===== src/rtl/uart_pkg.sv =====
// Shared UART definitions: parity_type encodings and the transmitter FSM
// state encoding, used by the serializer and the upstream parity generator.
package uart_pkg;

  localparam logic [1:0] PAR_NONE = 2'b00;
  localparam logic [1:0] PAR_ODD  = 2'b01;
  localparam logic [1:0] PAR_EVEN = 2'b10;

  typedef enum logic [2:0] {
    IDLE,
    START,
    DATA,
    PARITY,
    STOP
  } state_t;

  // 2'b11 is treated like PAR_NONE: no parity bit on the line.
  function automatic logic has_parity(input logic [1:0] ptype);
    return (ptype == PAR_ODD) || (ptype == PAR_EVEN);
  endfunction

endpackage


===== src/rtl/uart_baud_tick.sv =====
// Bit-period timer: counts 0..CLKS_PER_BIT-1 and flags the last cycle of
// each bit; clear restarts the period when the serializer changes state.
module uart_baud_tick #(
  parameter int CLKS_PER_BIT = 16
) (
  input  logic clk,
  input  logic reset,
  input  logic clear,
  output logic bit_end
);

  localparam int CW = (CLKS_PER_BIT > 1) ? $clog2(CLKS_PER_BIT) : 1;

  logic [CW-1:0] cnt;

  assign bit_end = (cnt == CW'(CLKS_PER_BIT - 1));

  always_ff @(posedge clk) begin
    if (reset || clear || bit_end) cnt <= '0;
    else                           cnt <= cnt + CW'(1);
  end

endmodule


===== src/rtl/uart_tx_serializer.sv =====
// UART frame serializer: start, 8 data bits LSB first, optional parity bit
// supplied by the upstream parity generator, then STOP_BITS stop bits.
module uart_tx_serializer
  import uart_pkg::*;
#(
  parameter int CLKS_PER_BIT = 16,
  parameter int STOP_BITS    = 1
) (
  input  logic       clk,
  input  logic       reset,
  input  logic       tx_start,
  input  logic [7:0] din,
  input  logic [1:0] parity_type,
  input  logic       parity_bit,
  output logic       tx_out,
  output logic       tx_busy,
  output logic       tx_done
);

  state_t     state, state_n;
  logic [2:0] idx, idx_n;
  logic [7:0] din_q;
  logic [1:0] ptype_q;
  logic       par_q;
  logic       clear, bit_end, tx_out_n;

  uart_baud_tick #(.CLKS_PER_BIT(CLKS_PER_BIT)) u_baud (
    .clk     (clk),
    .reset   (reset),
    .clear   (clear),
    .bit_end (bit_end)
  );

  // idx counts data bits in DATA and stop bits in STOP.
  always_comb begin
    state_n = state;
    case (state)
      IDLE:    if (tx_start) state_n = START;
      START:   if (bit_end) state_n = DATA;
      DATA:    if (bit_end && idx == 3'd7)
                 state_n = has_parity(ptype_q) ? PARITY : STOP;
      PARITY:  if (bit_end) state_n = STOP;
      STOP:    if (bit_end && idx == 3'(STOP_BITS - 1)) state_n = IDLE;
      default: state_n = IDLE;
    endcase

    clear = (state_n != state);
    idx_n = idx;
    if (clear)        idx_n = 3'd0;
    else if (bit_end) idx_n = idx + 3'd1;

    // Line level is computed for the upcoming cycle so tx_out is a flop.
    tx_out_n = 1'b1;
    case (state_n)
      START:   tx_out_n = 1'b0;
      DATA:    tx_out_n = din_q[idx_n];
      PARITY:  tx_out_n = par_q;
      default: tx_out_n = 1'b1;
    endcase
  end

  always_ff @(posedge clk) begin
    if (reset) begin
      state   <= IDLE;
      idx     <= 3'd0;
      tx_out  <= 1'b1;
      tx_done <= 1'b0;
      din_q   <= 8'h00;
      ptype_q <= PAR_NONE;
      par_q   <= 1'b0;
    end else begin
      state   <= state_n;
      idx     <= idx_n;
      tx_out  <= tx_out_n;
      tx_done <= (state == STOP) && (state_n == IDLE);
      if (state == IDLE && tx_start) begin
        din_q   <= din;
        ptype_q <= parity_type;
        par_q   <= parity_bit;
      end
    end
  end

  assign tx_busy = (state != IDLE);

endmodule


===== config.mk =====
export PLATFORM = sky130hd
export DESIGN_NAME = uart_tx_serializer
export DESIGN_NICKNAME = d
export VERILOG_FILES = /design/src/rtl/uart_pkg.sv /design/src/rtl/uart_baud_tick.sv /design/src/rtl/uart_tx_serializer.sv
export SDC_FILE = /design/constraint.sdc
export NUM_CORES = 1
export LEC_CHECK = 0
export CAP_MARGIN = 20
export CELL_PAD_IN_SITES_DETAIL_PLACEMENT = 1
export CELL_PAD_IN_SITES_GLOBAL_PLACEMENT = 2
export CORE_MARGIN = 3
export CORE_UTILIZATION = 29
export DETAILED_ROUTE_END_ITERATION = 10
export PLACE_DENSITY = 0.75
export SLEW_MARGIN = 20
export SYNTH_ARGS = -nofsm -noshare
export SYNTH_HDL_FRONTEND = slang
export SYNTH_HIERARCHICAL = 1
export SYNTH_SLANG_ARGS = --single-unit

===== constraint.sdc =====
create_clock -name clk -period 1.96 [get_ports clk]
set_input_delay 0.392 -clock clk [delete_from_list [all_inputs] [get_ports clk]]
set_output_delay 0.392 -clock clk [all_outputs]
set_load 0.01 [all_outputs]

After elaboration in Yosys (flattened, before gate mapping)

Cells that the tools add are included.

Flip-flop bits (word level): 23
Input bits: 14
Output and inout bits: 3
Word-level logic and storage cells: 46

Add/subtract/negate cells: 2
$lt $le $gt $ge: 1
Eq/ne operators: 12
Mux-type cells: 12
Reductions and logical operators: 11

Operator list:

| cell                  | number |
|---|---|
| $mux W3               | 8 |
| $pmux W3 S5           | 1 |
| $eq A3 B2 Y1 const B  | 4 |
| $logic_not A3 Y1      | 3 |
| $eq A3 B1 Y1 const B  | 2 |
| $eq A3 B3 Y1 const B  | 2 |
| $add A4 B1 Y4 const B | 1 |
| $eq A4 B4 Y1 const B  | 1 |
| $logic_and A1 B1 Y1   | 4 |
| $lt A3 B4 Y1 const B  | 1 |
| $add A3 B1 Y3 const B | 1 |
| $bmux W1 S3           | 1 |
| $logic_or A1 B1 Y1    | 3 |
| $ne A3 B3 Y1          | 1 |
| $pmux W1 S3           | 1 |
| $reduce_bool A3 Y1    | 1 |
| $eq A2 B1 Y1 const B  | 1 |
| $eq A2 B2 Y1 const B  | 1 |
| $mux W1               | 1 |

Depth between registers and ports, before layout

Gate-level depths: netlist of the first run.

Depth in word-level cells: 10
Depth in mapped cells: 11
Depth with buffers taken out: 10

Hierarchy

The synthesis of the first run kept the hierarchy.

By module, submodules not included:

| module             | times used | cells each | area an instance (µm²) | seq. area each (µm²) |
|---|---|---|---|---|
| uart_tx_serializer | 1          | 119        | 1078.5                 | 380.4 |
| uart_baud_tick     | 1          | 16         | 157.7                  | 80.1 |

Worst setup path after synthesis of the first run

Ideal clock, no wire load.

Kind: register -> register
Start: register idx[0]
End: register tx_out
Setup time: 0.130 ns
Data arrival time: 1.936 ns
Required time: 1.830 ns
Slack: -0.107 ns
Stages on the path, launching flop included: 7
Buffers on the path: 0
Period minus slack after synthesis: 2.067 ns
Path through: dfxtp_1 > ha_1 > ha_1 > mux2i_1 > mux4_2 > o21ai_0 > o211ai_2

Longest elaborated chain between the ends: 9
Elaborated cells on any way between the ends: 17
Classes of those cells: add/sub (1); eq/ne (5); mux (8); reduce/logical (3)

Ends and longest elaborated chain:

| item                                                    | RTL line                                           | text |
|---|---|---|
| start: declaration                                      | uart_tx_serializer.sv:21                           | `logic [2:0] idx, idx_n;` |
| start signal: assignment                                | uart_tx_serializer.sv:73                           | `idx <= idx_n;` |
| $eq A3 B3 Y1 / $logic_not A3 Y1 (equally long branches) | uart_tx_serializer.sv:40, uart_tx_serializer.sv:43 |  |
| $logic_and A1 B1 Y1 (on tied branches)                  | uart_tx_serializer.sv:40, uart_tx_serializer.sv:43 |  |
| $mux W3 (on tied branches)                              | uart_tx_serializer.sv:40, uart_tx_serializer.sv:43 |  |
| $pmux W3 S5                                             | uart_tx_serializer.sv:37                           | `case (state)` |
| $ne A3 B3 Y1                                            | uart_tx_serializer.sv:47                           | `clear = (state_n != state);` |
| $mux W3                                                 | uart_tx_serializer.sv:49                           | `if (clear) idx_n = 3'd0;` |
| $bmux W1 S3                                             | uart_tx_serializer.sv:56                           | `DATA: tx_out_n = din_q[idx_n];` |
| $mux W1 (not written as such)                           | uart_tx_serializer.sv:56                           |  |
| $pmux W1 S3 (*)                                         | uart_tx_serializer.sv:54                           | `case (state_n)` |
| end signal: assignment                                  | uart_tx_serializer.sv:74                           | `tx_out <= tx_out_n;` |
| end: declaration                                        | uart_tx_serializer.sv:15                           | `output logic tx_out,` |

Mark *: on every way between the ends. The rest lies on a longest branch, timed or not. The select of a mux whose other input is x is not followed.
A chain may end at the register's enable or synchronous reset.

Final worst setup path of the first run

Ends and elaborated chain as after synthesis.

==> run summary, run 1 <==
Crit Path Max Fanout -> 2
clk_skew -> 0.002008 ns
power share of the combinational group -> 16.5%
overall power -> 0.0009622 W
PortBufs -> 16
ANT nets after route -> 0
Num Clock Sinks -> 23
DR DRC count -> 0
pin count of the biggest net entering global routing -> 14
Fmax -> 525.8 MHz
clock slew at reported path FFs -> 0.08 ns
GRT Overall Usage -> 12.38%
Die Area -> 0.005082 mm2
vias in the first global route -> 1,132
most frequent cells in the layout -> nand2_1 (24), buf_4 (20), dfxtp_1 (17), clkdlybuf4s50_1 (15), a21oi_1 (11)
VDD IR max -> 0.3499 mV
CORE AREA -> 0.004058 mm2
H-Tree Depth -> 1
clock power share -> 30.6%
Worst Setup End Kind -> register
unrepaired setup endpoints after global routing -> true
max cap viols -> 0
Gate Count Post-Synth -> 135
antenna diode count -> 0
die width -> 71.29 um
FFs w/ async S/R, synth -> 0%
Final Critical Period -> 1.902 ns
Clock Tree Buf Depth -> 2
FILL cells -> 462
Internal -> 0.0007201 W
EDFF count, synth -> 0
I/O pins -> 17
Synth Flop Type -> dfxtp_1
nets@finish -> 186
# setup viols final -> 0
max-slew violation count -> 0
Hold Vio Cnt, Final -> 0
Detailed Route Iter0 Violations -> 31
grt ovf -> 0
initial antenna violation count -> 0
switching share of power -> 25.16%
Syn Area/Cell -> 9.157 um2
outcome -> finished, final reports clean
DR vias -> 1,045
CTS tree -> done
P_sw -> 0.0002421 W
DP Area -> 0.001560 mm2
critical path class -> reg -> reg
post-route cell area -> 0.001687 mm2
Vias/cell -> 4.816
DPL Wire Length -> 2351 um
P&R area growth vs syn -> 36.44%
syn_nets -> 153
Synth Warn # -> 6
worst hold path class -> reg -> reg
register area share after synthesis -> 37.25%
die height -> 71.29 um
Seq cells post-synth -> 23
DRT Pass-1 Iters -> 3
row cnt -> 23
CP Data Required Time -> 2.10 ns
Critical Path Source Type -> register
Skew-Pair Late Insertion Delay -> 0.26 ns
initial cell density of the core -> 30.47%
Tcrit/Tclk final -> 97.04%
most common cell after layout, fill and taps aside -> nand2_1
Power Dens Cells -> 570.5 mW/mm2
RD Place Congestion -> 0.8609
P_leak -> 0.6291 nW
drt wl/cell -> 13.39 um
Reg power frac -> 52.9%
Clk Tree Root Cell -> clkbuf_8
Routed WL -> 2905 um
actual slew at the worst max-slew pin -> 0.4974 ns
first-pass GRT wire length -> 5037 um
fraction of layout cells with a size suffix above 1 -> 30.54%
Num CTS Buffers -> 3
CTS Hold Bufs -> 0
slew margin rel. -> 66.42%
CP arrival -> 2.05 ns
Cell Area, Synth -> 0.001236 mm2
Netlist cell types -> 44
## worst max-delay path, stage by stage (launching register included)
cell and delay, ns:
dfxtp_2 0.33, ha_1 0.22, ha_4 0.23, mux2i_2 0.24
mux4_2 0.55, o21ai_2 0.14, o211ai_2 0.08
## per-stage QoR
step,utilization [%],hold slack [ns],cells,TNS [ns],setup slack (ns)
detailed placement,38.45,0.4518,212,-0.3465,-0.1184
floorplan,-,0.4176,135,0,0.02399
global placement,38.45,0.4464,212,-0.07350,-0.06463
finish,41.57,0.4600,217,0,0.05801
global route,41.57,0.4933,217,-0.001562,-0.001562
CTS,40.33,0.4640,217,-0.001445,-0.001445
## worst paths after layout
path | start | slack [ns] | to | cells after the start
hold reg to reg | din_q[4] | 0.46 | din_q[4] | 2
setup reg to reg | idx[0] | 0.06 | tx_out | 6
hold / removal | din_q[4] | 0.46 | din_q[4] | 2
setup / recovery | idx[0] | 0.06 | tx_out | 6
## registers in the layout, indices dropped and copies added, names as in the netlist
signal and flops:
din_q 8, par_q 1, tx_out 1, u_baud/cnt 4
state 3, tx_done 1, ptype_q 2, idx 3
## logic make-up (layout without fill, tap and decap cells)
kind of cell	Yosys count	in the layout	share of synthesized area (%)
AND/OR/NAND/NOR	63	63	29.86
AO/OA/AOI/OAI	24	24	13.97
flip-flops	23	23	37.25
buffers and inverters	12	44	4.960
XOR/XNOR	5	5	5.669
adder cells (fa/ha/maj)	4	4	4.049
multiplexers	4	4	4.251
## area by class of cell
cell class                 count  area, um2  share of cell area [%]
multi-input combinational    100      778.2                   46.14
sequential                    23      470.5                   27.89
timing repair buffer          36      312.8                   18.55
tap                           50      62.56                   3.709
clock buffer                   4      45.04                   2.671
inverter                       4      17.52                   1.039
## timing repair
item	CTS	global route
pin swaps	1	5
endpoints found under the hold margin	0	0
setup buffers	1	0
setup endpoints to repair	9	9
gates cloned	0	0
resized for setup	5	14
## power by group through the flow
stage / registers (W) / logic [W] / clock network (W)
floorplan: 0.000511 / 0.0000892 / 0
global placement: 0.000517 / 0.000152 / 0
detailed placement: 0.000519 / 0.000157 / 0
CTS: 0.000508 / 0.000160 / 0.000310
global route: 0.000512 / 0.000176 / 0.000330
finish: 0.000509 / 0.000159 / 0.000294
## cell usage after synthesis (all sizes together), types with 4 or more instances
| cell type | n | share of area (%) |
|---|---|---|
| ha | 4 | 4.0 |
| nand3 | 9 | 4.0 |
| a21oi | 11 | 4.5 |
| dfxtp | 23 | 37 |
| buf | 6 | 3.1 |
| inv | 4 | 1.2 |
| nand2 | 24 | 7.3 |
| nor3 | 6 | 3.7 |
| nor2 | 6 | 2.0 |
| o21ai | 4 | 2.5 |
## per-layer routing
| metal | routed length (um) | up-vias | GRT usage [%] |
|---|---|---|---|
| li1 | - | 537 | - |
| met4 | 55 | 0 | 3.967 |
| met2 | 1505 | 13 | 22.86 |
| met5 | 0 | - | 0 |
| met1 | 1269 | 490 | 14.14 |
| met3 | 75 | 5 | 2.525 |
No activity file was read; power rests on OpenSTA's default activity.
==> run 2, diff against run 1 <==
--- a/config.mk
+++ b/config.mk
@@ -12,6 +12,7 @@
 export CORE_UTILIZATION = 29
 export DETAILED_ROUTE_END_ITERATION = 10
 export PLACE_DENSITY = 0.75
+export SETUP_SLACK_MARGIN = 0.2
 export SLEW_MARGIN = 20
 export SYNTH_ARGS = -nofsm -noshare
 export SYNTH_HDL_FRONTEND = slang
==> run summary, run 2 (synthesis gave the netlist of run 1 again) <==
hold_ws -> 0.4621 ns
worst hold path class -> reg -> reg
Detailed Route Iter0 Violations -> 20
Fmax -> 543.3 MHz
die width -> 71.29 um
max-slew violation count -> 0
Clk Tree Root Cell -> clkbuf_8
most common cell after layout, fill and taps aside -> nand2_1
slew margin rel. -> 67.55%
row cnt -> 23
die height -> 71.29 um
most frequent cells in the layout -> nand2_1 (24), buf_4 (19), dfxtp_1 (17), clkdlybuf4s50_1 (15), a21oi_1 (11)
final setup margin -> 0.1194 ns
fraction of layout cells with a size suffix above 1 -> 34.13%
FILL cells -> 460
I/O pins -> 17
ANT nets after route -> 0
Num CTS Buffers -> 3
max reg flops -> 8
CP Data Required Time -> 2.11 ns
pre-CTS setup slack -> -0.02709 ns
Clock Tree Buf Depth -> 2
H-Tree Depth -> 1
Skew-Pair Late Insertion Delay -> 0.27 ns
Worst Setup End Kind -> register
Power Dens Cells -> 564.0 mW/mm2
CP arrival -> 1.99 ns
# setup viols final -> 0
P_leak -> 0.6284 nW
CTS Hold Bufs -> 0
CORE AREA -> 0.004058 mm2
placed cell count -> 206
DPL Wire Length -> 2491 um
Tcrit/Tclk final -> 93.91%
Vias/cell -> 4.876
initial cell density of the core -> 30.47%
grt ovf -> 0
post-route non-filler standard cell count -> 217
Crit Path Max Fanout -> 6
CP delay by family, top -> multiplexers
P&R area growth vs syn -> 40.89%
unrepaired setup endpoints after global routing -> true
critical path class -> reg -> reg
drt wl/cell -> 14.65 um
largest registers -> din_q: 8 flops, u_baud/cnt: 4 flops
clk_skew -> 0.001092 ns
crit-path max cell delay -> 0.54 ns
nets@finish -> 186
Num Clock Sinks -> 23
Crit-path slowest cell -> mux4_2
first-pass GRT wire length -> 5313 um
pin count of the biggest net entering global routing -> 15
Die Area -> 0.005082 mm2
Layout Utilization -> 42.92%
critical path, cell by cell -> ha_4 > nand3_4 > inv_8 > mux2i_4 > mux4_2 > o21ai_2 > o211ai_2
VDD IR max -> 0.2513 mV
RD Place Congestion -> 0.7459
vias in the first global route -> 1,131
PortBufs -> 16
CTS tree -> done
Bufs and invs on worst path -> 1
Most flops, register -> din_q
DRT Pass-1 Iters -> 3
Hold Vio Cnt, Final -> 0
Final Critical Period -> 1.841 ns
outcome -> finished, final reports clean
overall power -> 0.0009823 W
DR DRC count -> 0
actual slew at the worst max-slew pin -> 0.4807 ns
max cap viols -> 0
Critical Path Source Type -> register
GRT Overall Usage -> 13.22%
clock slew at reported path FFs -> 0.09 ns
antenna diode count -> 0
Routed WL -> 3179 um
DR vias -> 1,058
initial antenna violation count -> 0
==> run 2: cell count changes in the layout (fill, tap and decap cells not counted), sizes merged <==
cell          change
inv               +1
clkbuf            -1
dlymetal6s2s      -1
dlygate4sd2       +1
==> run 2: power breakdown <==
group | leakage (nW) | internal (W) | switching, W | total (W)
Sequential | 0.191 | 0.000488 | 0.0000203 | 0.000508
Combinational | 0.411 | 0.0000859 | 0.0000785 | 0.000164
Clock | 0.0260 | 0.000145 | 0.000164 | 0.000310
Total | 0.628 | 0.000719 | 0.000263 | 0.000982
==> run 2: cell type report <==
cell class,count,area [um2],share of cell area [%]
clock buffer,3,41.29,2.371
clock inverter,1,6.256,0.3592
inverter,4,22.52,1.293
multi-input combinational,100,817.0,46.91
sequential,23,470.5,27.01
tap,50,62.56,3.592
timing repair buffer,36,321.6,18.46
==> run 2: per-stage QoR <==
stage / cell area (um2) / TNS [ns]
2_1_floorplan: 1301 / 0
3_5_place_dp: 1588 / -0.02861
6_report: 1742 / 0
4_1_cts: 1670 / 0
5_1_grt: 1742 / 0
3_3_place_gp: 1588 / 0
==> run 2: worst reg2reg max path, cell delays in order (launching register included) <==
cell,delay (ns)
dfxtp_2,0.36
ha_4,0.15
nand3_4,0.09
inv_8,0.10
mux2i_4,0.23
mux4_2,0.54
o21ai_2,0.15
o211ai_2,0.10
==> run 2: repair_timing <==
item | CTS | global route
setup endpoints to repair | 9 | 8
buffers inserted | 4 | 3
pin swaps | 2 | 5
resized for setup | 6 | 10
==> run 2: final timing paths <==
check                   to           from  slack (ns)  cells after the start
setup / recovery    tx_out  u_baud/cnt[0]        0.12                      7
hold / removal    din_q[1]       din_q[1]        0.46                      2
setup reg to reg    tx_out  u_baud/cnt[0]        0.12                      7
hold reg to reg   din_q[1]       din_q[1]        0.46                      2
==> run 2: layer usage <==
layer	vias to the layer above	share of wire (%)	GRT usage, %
met5	-	0	0
met4	0	0.79	3.340
met3	3	2.8	2.525
met2	12	52	24.29
met1	508	44	15.68
li1	535	-	-
==> run 3, diff against run 2 <==
--- a/config.mk
+++ b/config.mk
@@ -9,9 +9,10 @@
 export CELL_PAD_IN_SITES_DETAIL_PLACEMENT = 1
 export CELL_PAD_IN_SITES_GLOBAL_PLACEMENT = 2
 export CORE_MARGIN = 3
-export CORE_UTILIZATION = 29
+export CORE_UTILIZATION = 31
+export CTS_BUF_LIST = sky130_fd_sc_hd__clkbuf_8
 export DETAILED_ROUTE_END_ITERATION = 10
-export PLACE_DENSITY = 0.75
+export PLACE_DENSITY = 0.79
 export SETUP_SLACK_MARGIN = 0.2
 export SLEW_MARGIN = 20
 export SYNTH_ARGS = -nofsm -noshare
==> run summary, run 3 (synthesis gave the netlist of run 1 again) <==
Most flops, register -> din_q
DR DRC count -> 0
Crit Path Max Fanout -> 7
I/O pins -> 17
die height -> 69.15 um
clock slew at reported path FFs -> 0.09 ns
Hold Vio Cnt, Final -> 0
CP arrival -> 1.98 ns
DPL Wire Length -> 2408 um
CORE AREA -> 0.003744 mm2
nets@finish -> 182
critical path class -> reg -> reg
DRT Pass-1 Iters -> 4
fraction of layout cells with a size suffix above 1 -> 33.13%
CTS tree -> done
VDD IR max -> 0.1946 mV
Clk Tree Root Cell -> clkbuf_8
Vias/cell -> 4.957
Num Clock Sinks -> 23
FILL cells -> 442
die width -> 69.15 um
max reg flops -> 8
Worst Setup End Kind -> register
overall power -> 0.0009700 W
max cap viols -> 0
P&R area growth vs syn -> 39.98%
Detailed Route Iter0 Violations -> 41
slew margin rel. -> 67.12%
met1 Usage GRT -> 16.83%
multi-input gate area in the final layout -> 839.6 um2
GR peak layer -> met2
Power Dens Cells -> 560.6 mW/mm2
DP Area -> 0.001585 mm2
Routed WL -> 3159 um
GRT Overall Usage -> 13.40%
final-layout setup total negative slack -> 0 ns
pre-CTS setup slack -> -0.06338 ns
ANT nets after route -> 0
Fmax -> 546.5 MHz
CP Data Required Time -> 2.11 ns
max-slew violation count -> 0
Critical Path Source Type -> register
unrepaired setup endpoints after global routing -> true
Tcrit/Tclk final -> 93.35%
PortBufs -> 16
Final Critical Period -> 1.830 ns
actual slew at the worst max-slew pin -> 0.4917 ns
first-pass GRT wire length -> 5368 um
GRT met2 Usage -> 23.09%
initial antenna violation count -> 0
CTS Hold Bufs -> 0
most common cell after layout, fill and taps aside -> nand2_1
initial cell density of the core -> 33.02%
# setup viols final -> 0
row cnt -> 22
RD Place Congestion -> 0.7582
FF+latch area -> 470.5 um2
largest registers -> din_q: 8 flops, u_baud/cnt: 4 flops
Skew-Pair Late Insertion Delay -> 0.26 ns
outcome -> finished, final reports clean
post-route cell area -> 0.001730 mm2
final setup margin -> 0.1303 ns
H-Tree Depth -> 1
GR Util met3 -> 2.332%
P_leak -> 0.6060 nW
antenna diode count -> 0
vias in the first global route -> 1,156
Die Area -> 0.004782 mm2
grt ovf -> 0
pin count of the biggest net entering global routing -> 14
Layout Utilization -> 46.22%
Clock Tree Buf Depth -> 2
clk_skew -> 0.005152 ns
worst hold path class -> reg -> reg
DR vias -> 1,046
drt wl/cell -> 14.97 um
most frequent cells in the layout -> nand2_1 (23), dfxtp_1 (17), clkdlybuf4s50_1 (15), buf_4 (15), a21oi_1 (11)
Num CTS Buffers -> 3
[run 3: where the power goes]
part	leakage, nW	internal, W	switching, W
Sequential	0.191	0.000488	0.0000181
Combinational	0.389	0.0000855	0.0000832
Clock	0.0255	0.000142	0.000154
Total	0.606	0.000715	0.000255
[run 3: cell type report]
| class | count | share of cell area (%) |
|---|---|---|
| Sequential cell | 23 | 27.19 |
| Timing Repair Buffer | 32 | 16.85 |
| Multi-Input combinational cell | 100 | 48.52 |
| Inverter | 4 | 1.302 |
| Clock inverter | 1 | 0.2892 |
| Tap cell | 48 | 3.471 |
| Clock buffer | 3 | 2.386 |
[run 3: final timing paths]
kind	to	slack (ns)	startpoint	cells past startpoint
worst max-delay path	tx_out	0.13	u_baud/cnt[1]	7
worst min register to register	u_baud/cnt[0]	0.44	u_baud/cnt[0]	1
worst min-delay path	u_baud/cnt[0]	0.44	u_baud/cnt[0]	1
worst max register to register	tx_out	0.13	u_baud/cnt[1]	7
[run 3: metal layers]
metal	vias up	part of all wire (%)
met4	0	0.47
li1	532	-
met3	2	2.2
met2	10	52
met5	-	0
met1	502	45
[run 3: what timing repair did]
action,CTS,global route
setup buffers,1,2
gates resized for setup,11,9
pin swaps,2,5
setup endpoints to repair,9,8
[run 3: stage by stage]
| step | hold slack (ns) | std cells |
|---|---|---|
| after floorplan | 0.4186 | 135 |
| after detailed placement | 0.4340 | 204 |
| after global routing | 0.4669 | 211 |
| final | 0.4377 | 211 |
| after CTS | 0.4458 | 209 |
| after global placement | 0.4252 | 204 |
[run 3: worst max-delay path, cell delays in order (launching register included)]
cell      delay [ns]
dfxtp_2         0.36
ha_4            0.15
nand3_4         0.09
inv_8           0.11
mux2i_4         0.25
mux4_2          0.53
o21ai_2         0.15
o211ai_2        0.08
==> edit (flow settings as in run 2) <==
Reset style: asynchronous (`reset`), changed in one clocked block.
--- a/src/rtl/uart_tx_serializer.sv
+++ b/src/rtl/uart_tx_serializer.sv
@@ -60,5 +60,5 @@
   end
 
-  always_ff @(posedge clk) begin
+  always_ff @(posedge clk or posedge reset) begin
     if (reset) begin
       state   <= IDLE;
Formal check against the unedited RTL: differs if reset is asserted again (counterexample within 4 cycles, from zero or initial values and one cycle with reset high); with reset held inactive, the same outputs for 10 cycles.
==> edit against run 2 <==
- wire length decreased by 19%
- area after synthesis decreased by 5.1%
- global-route usage decreased by 1.1 points
- critical endpoint is now tx_out
- sequential cell count unchanged
- fmax increased by 5.1%
- cell area decreased by 5.5%
- critical path type unchanged
- die area decreased by 4.6%
- power increased by 22%
- setup slack improved by 0.089 ns
- combinational power increased by 59%
- final cell count decreased by 16%
==> edit: results (changes against run 2) <==
grt_pass1_vias: 966  # -15%
synth_top_cells_by_area: "dfrtp_1, mux2_1, dfxtp_1"
ys_seq_area_share_pct: 47.44  # +10 points
place_inst: 169  # -18%
rr_startpoint: "idx[0]"
avgRoutedWirePerCell_um: 14.22  # -2.9%
nets: 153  # -18%
tightest_slew_ns: 0.4487  # -0.03202 ns
fin_worst_skew_ns: 0.004011  # +0.002919 ns
synth_cell_types: 37  # -16%
place_hpwl_mm: 1.912  # -23%
first_pass_iters: 4  # +1
gp_congestion: 0.7298  # -2.2%
syn_nets: 119  # -22%
grt_max_degree: 13  # -2
netlist_instances: 101  # -25%
hold_path.startpoint: "par_q"
h-tree-depth: 1  # unchanged
drt_iter0_drc: 10  # -50%
reg2reg_slack_ns: 0.21  # +0.09 ns
drive_above_1_share_pct: 33.58  # -0.55 points
synth_top_cells_by_count: "dfrtp_1, mux2_1, inv_1"
num_vias: 860  # -19%
synthArstFlopShare_pct: 82.61  # +83 points
startpoint_type: "register"
status: "finished, final reports clean"
grt_pass1_wl_mm: 4.588  # -14%
p_leak_nw: 0.6903  # +9.9%
worstPathMaxFanout: 6  # unchanged
hold-worst-slack_ns: 0.4905  # +0.02844 ns
[edit: cell count changes after synthesis, sizes merged, moves of 3 or more]
cell,before,now
a21oi,11,4
dfrtp,0,18
dfxtp,23,4
inv,4,8
mux2,0,11
nand2,24,4
nand3,9,4
nor2,6,10
nor2b,3,0
nor3,6,1
[edit: final timing paths]
path,depth (start not counted),to
min in group asynchronous,2,idx[1]
max,8,tx_out
min,1,par_q
min reg2reg,1,par_q
max in group asynchronous,3,par_q
max reg2reg,8,tx_out
[edit: logic make-up after synthesis]
kind of cell / after synthesis / synth area share (%)
xor+xnor: 6 / 6.078
buf+inv: 13 / 5.437
simple gates: 25 / 11.62
fa+ha+maj: 4 / 4.265
flops: 23 / 47.44
mux: 16 / 16.20
compound gates: 14 / 8.956
[edit: area by class of cell]
cell class | count | area, um2
inverters | 9 | 47.55
fillers | 381 | 2125
clock buffers | 4 | 45.04
well taps | 48 | 60.06
multi-input cells | 65 | 629.4
repair buffers | 33 | 304.0
flip-flops and latches | 23 | 560.5
[edit: timing repair]
| item | in CTS | in global routing |
|---|---|---|
| setup buffers | 5 | 4 |
| setup endpoints to repair | 7 | 5 |
| pin swaps | 2 | 2 |
| resized for setup | 13 | 5 |
[edit: report_power, final]
part,switching (mW),internal (mW),leakage [nW]
logic,0.109,0.152,0.403
clock network,0.153,0.146,0.0228
registers,0.0656,0.576,0.265
total,0.327,0.874,0.690
[edit: per-layer routing]
layer	wire (um)	vias up	track usage [%]
li1	-	414	-
met5	0	-	0
met1	1002	428	13.15
met2	1456	13	21.82
met4	53	0	5.106
met3	75	5	3.333
[edit: worst max-delay path, cell delays in order (launching register included)]
cell and delay (ns):
dfrtp_2 0.42, ha_2 0.20, ha_4 0.16, nand3_2 0.08
o221ai_1 0.13, a22oi_2 0.21, inv_2 0.11, o211a_1 0.24
o32ai_1 0.11
[edit: through the flow]
stage	setup WS, ns	util (%)	area [um2]
after floorplan	0.1815	-	1190
after global placement	0.1117	38.45	1450
after detailed placement	0.03961	38.45	1450
after CTS	0.2125	42.30	1595
after global routing	0.1384	43.66	1647
final	0.2088	43.66	1647
